--- config.mk ---
export PLATFORM = sky130hd
export DESIGN_NAME = tdm_demux_1x8
export DESIGN_NICKNAME = d
export VERILOG_FILES = /design/src/rtl/tdm_demux_1x8.sv
export SDC_FILE = /design/constraint.sdc
export NUM_CORES = 1
export LEC_CHECK = 0
export CORE_MARGIN = 2
export CORE_UTILIZATION = 49
export CTS_CLUSTER_DIAMETER = 100
export CTS_CLUSTER_SIZE = 14
export DETAILED_ROUTE_END_ITERATION = 12
export PLACE_DENSITY_LB_ADDON = 0.05
export SETUP_SLACK_MARGIN = 0.02
export SLEW_MARGIN = 20
export SYNTH_ARGS = -nofsm -noshare
export SYNTH_HDL_FRONTEND = slang
export SYNTH_SLANG_ARGS = --single-unit
--- constraint.sdc ---
create_clock -name clk -period 1.8 [get_ports clk]
set_input_delay 0.45 -clock clk [delete_from_list [all_inputs] [get_ports clk]]
set_output_delay 0.45 -clock clk [all_outputs]
set_load 0.005 [all_outputs]
--- src/rtl/tdm_demux_1x8.sv ---
// 1-to-8 time-division demultiplexer: steers serialized slot samples into a registered 8-channel word.
// Optional mid-frame sync detection is enabled with `define TDM_DEMUX_SYNC_ERR_EN.
module tdm_demux_1x8 #(
  parameter int unsigned W = 1
) (
  input  logic           clk,
  input  logic           rst_n,
  input  logic [W-1:0]   din,
  input  logic           vld,
  input  logic           sync,
  output logic [2:0]     s,
  output logic [8*W-1:0] y,
  output logic           done,
  output logic           sync_err
);

  logic [2:0]     cnt_q, cnt_d;
  logic [7*W-1:0] sh_q, sh_d;
  logic [8*W-1:0] y_q, y_d;
  logic           done_q, done_d;
  logic [2:0]     eslot;

  assign eslot = sync ? 3'd0 : cnt_q;

  always_comb begin
    cnt_d  = cnt_q;
    sh_d   = sh_q;
    y_d    = y_q;
    done_d = 1'b0;
    if (vld) begin
      // A sync starts a fresh frame, so nothing from an aborted one can reach y.
      if (sync) begin
        sh_d = '0;
      end
      for (int unsigned k = 0; k < 7; k++) begin
        if (eslot == 3'(k)) begin
          sh_d[k*W +: W] = din;
        end
      end
      cnt_d = eslot + 3'd1;
      if (eslot == 3'd7) begin
        y_d    = {din, sh_q};
        done_d = 1'b1;
      end
    end
  end

  always_ff @(posedge clk or negedge rst_n) begin
    if (!rst_n) begin
      cnt_q  <= 3'd0;
      sh_q   <= '0;
      y_q    <= '0;
      done_q <= 1'b0;
    end else begin
      cnt_q  <= cnt_d;
      sh_q   <= sh_d;
      y_q    <= y_d;
      done_q <= done_d;
    end
  end

`ifdef TDM_DEMUX_SYNC_ERR_EN
  logic sync_err_q, sync_err_d;

  assign sync_err_d = vld && sync && (cnt_q != 3'd0);

  always_ff @(posedge clk or negedge rst_n) begin
    if (!rst_n) begin
      sync_err_q <= 1'b0;
    end else begin
      sync_err_q <= sync_err_d;
    end
  end

  assign sync_err = sync_err_q;
`else
  assign sync_err = 1'b0;
`endif

  assign s    = cnt_q;
  assign y    = y_q;
  assign done = done_q;

endmodule

==> metrics.csv <==
metric;value;unit
synth_area_leader_cell;dfrtp_1;
worstSetupEndpointType;output pin;
wl_per_cell;12.6;µm
crit_required;1.35;ns
cts_tree;yes;
holdBufCountCts;0;
drtIter0Drc;3;
grt_max_degree;20;
reg2reg_from;s[2]$_DFFE_PN0P_;
drt_first_pass_iters;4;
finalInstanceArea;0.00118;mm²
cp-start-kind;flip-flop;
hpwl;1220;µm
wl_met1;798;µm
crit_slowest_cell;clkdlybuf4s50_1;
async_flop_share;100;%
dieArea;0.00215;mm²
cts_buffers;3;
synth_ff_type;dfrtp_1;
antenna_found_initial;0;
layout-drive-gt1-share;28.3;%
path_class;reg -> out;
area_growth;34.4;%
seq_area_frac_synth;54.1;%
fp.dieW;46.4;µm
slew_violations;0;
ff2ff_setup_slack;0.12;ns
setup.worst_path.end;s[2];
synth.most_common_cell;dfrtp_1;
clkSinkCount;19;
grt_pass1_vias;625;
crit_cells;2;
rows;15;
port_buffers;16;
yosys.area.top_type_share;54.1;%
startpoint;s[2]$_DFFE_PN0P_;
skew;0.00220;ns
htreeDepth;1;
wl_met3;54;µm
track_usage;18.6;%
timing.rr.end;y[0]$_DFFE_PN0P_;
setup_viol;0;
rsz0062_at_grt;yes;
die_h;46.4;µm
routed-wl-met2;779;µm
synthesis.area;880;µm²
post-route-drc-count;0;
finalSetupTns;0;ns
timing.hold.ws;0.482;ns
clk_pin_slew_worst_paths;0.10;ns
syn-num-nets;85;
r2r_cells;6;
min_path_type;in -> async;
vias;644;
pre_cts_slack;-0.283;ns
synth-edff-count;0;
cp_cell_sequence;buf_6 -> clkdlybuf4s50_1;
p_leak;0.582;nW
place_area;0.00112;mm²
n_antenna_cell;0;
gp_congestion;0.778;
grt_pass1_wl;2750;µm
grt_overflow;0;
final_nets;115;
io_pins;18;
synthCells;77;
drt_wl_total;1650;µm
critical-path-top-delay-family;buffers and inverters;
fmax;579;MHz
start_util;51.5;%
drv_cap;0;
drtAntennaViolNets;0;
core-area;0.00171;mm²
period_share;95.9;%
clock_path_buffers;2;
hold_viol_final;0;
critPathMaxStageDelay;0.49;ns
synth_cell_types;21;
highest_layer;met4;
worstPathArrival;1.28;ns
worstSkewPairLatency;0.29;ns
status;complete, no violations;
fin_ws;0.0741;ns
cp_max_fo;7;
utilization;69.2;%
synthTopCellsByCount;dfrtp_1, inv_1, mux2_2;
synth_area_leaders;dfrtp_1, mux2_2, mux2i_1, ha_1, o21ai_0;
nFillCells;140;
ys_ff_latch;19;
crit_buf_inv;2;
powerDensity;1050;mW/mm²
ir_worst_vdd;577;µV
syn_area_per_cell;11.4;µm²
yosysWarnings;0;
vias_per_cell;4.92;
fin_crit;1.73;ns
cts_root_buf;clkbuf_4;
-- through the flow --
step	power (mW)	std cells
final	1.24	131
after detailed placement	1.01	124
after global routing	1.33	131
after global placement	0.996	124
after CTS	1.23	129
after floorplan	0.778	77
-- cell type report --
| cell class | instances | area, µm² | share of cell area, % |
|---|---|---|---|
| clock buffers | 3 | 22.5 | 1.90 |
| repair buffers | 29 | 264 | 22.3 |
| clock inverters | 1 | 5.00 | 0.423 |
| well taps | 25 | 31.3 | 2.65 |
| inverters | 7 | 26.3 | 2.22 |
| flip-flops and latches | 19 | 475 | 40.2 |
| multi-input cells | 47 | 358 | 30.3 |
-- flip-flops by register name, summed over array words and instances (netlist names) --
register	flops
y	8
sh_q	7
s	3
done	1
-- how the worst min path moves through the flow --
stage,start,to
finish,rst_n,sh_q[4]$_DFFE_PN0P_
global route,rst_n,sh_q[2]$_DFFE_PN0P_
CTS,rst_n,y[2]$_DFFE_PN0P_
detailed placement,y[5]$_DFFE_PN0P_,y[5]$_DFFE_PN0P_
global placement,y[6]$_DFFE_PN0P_,y[6]$_DFFE_PN0P_
floorplan,rst_n,done$_DFF_PN0_
-- cell usage in the layout, fill, tap and decap left out, drive strengths merged --
master,Yosys,layout
conb,1,1
clkinv,0,1
mux2,7,7
o22ai,3,3
ha,3,3
a22o,3,3
o21ai,7,7
and2b,2,2
dlymetal6s2s,0,1
dfrtp,19,19
and4bb,1,1
mux2i,4,4
nand2,6,6
clkdlybuf4s50,0,15
nor3,1,1
a21oi,1,1
and2,1,1
nor2b,3,3
clkbuf,0,3
inv,7,7
nor2,3,3
buf,4,13
nor3b,1,1
-- logic make-up after synthesis --
logic type | Yosys count | synth area share, %
buffers and inverters | 11 | 5.83
DFF | 19 | 54.1
adders and majority gates | 3 | 4.27
other | 1 | 0.426
AOI/OAI and AO/OA | 14 | 9.67
muxes | 11 | 13.5
and+or+nand+nor | 18 | 12.2
-- layer usage --
layer	track usage, %	up-vias
li1	-	316
met1	24.1	313
met2	30.8	13
met3	2.35	2
met4	8.57	0
met5	0	-
-- report_power, final --
group	internal [mW]	switching (mW)	total (mW)
sequential	0.529	0.0580	0.587
combinational	0.282	0.165	0.447
clock	0.0825	0.125	0.207
total	0.894	0.347	1.24
-- timing repair --
action,CTS,global route
setup endpoints to repair,1,11
endpoints found under the hold margin,0,0
setup buffers,1,2
cloned,0,0
gates resized for setup,0,4
(Power assumes the default switching activity.)
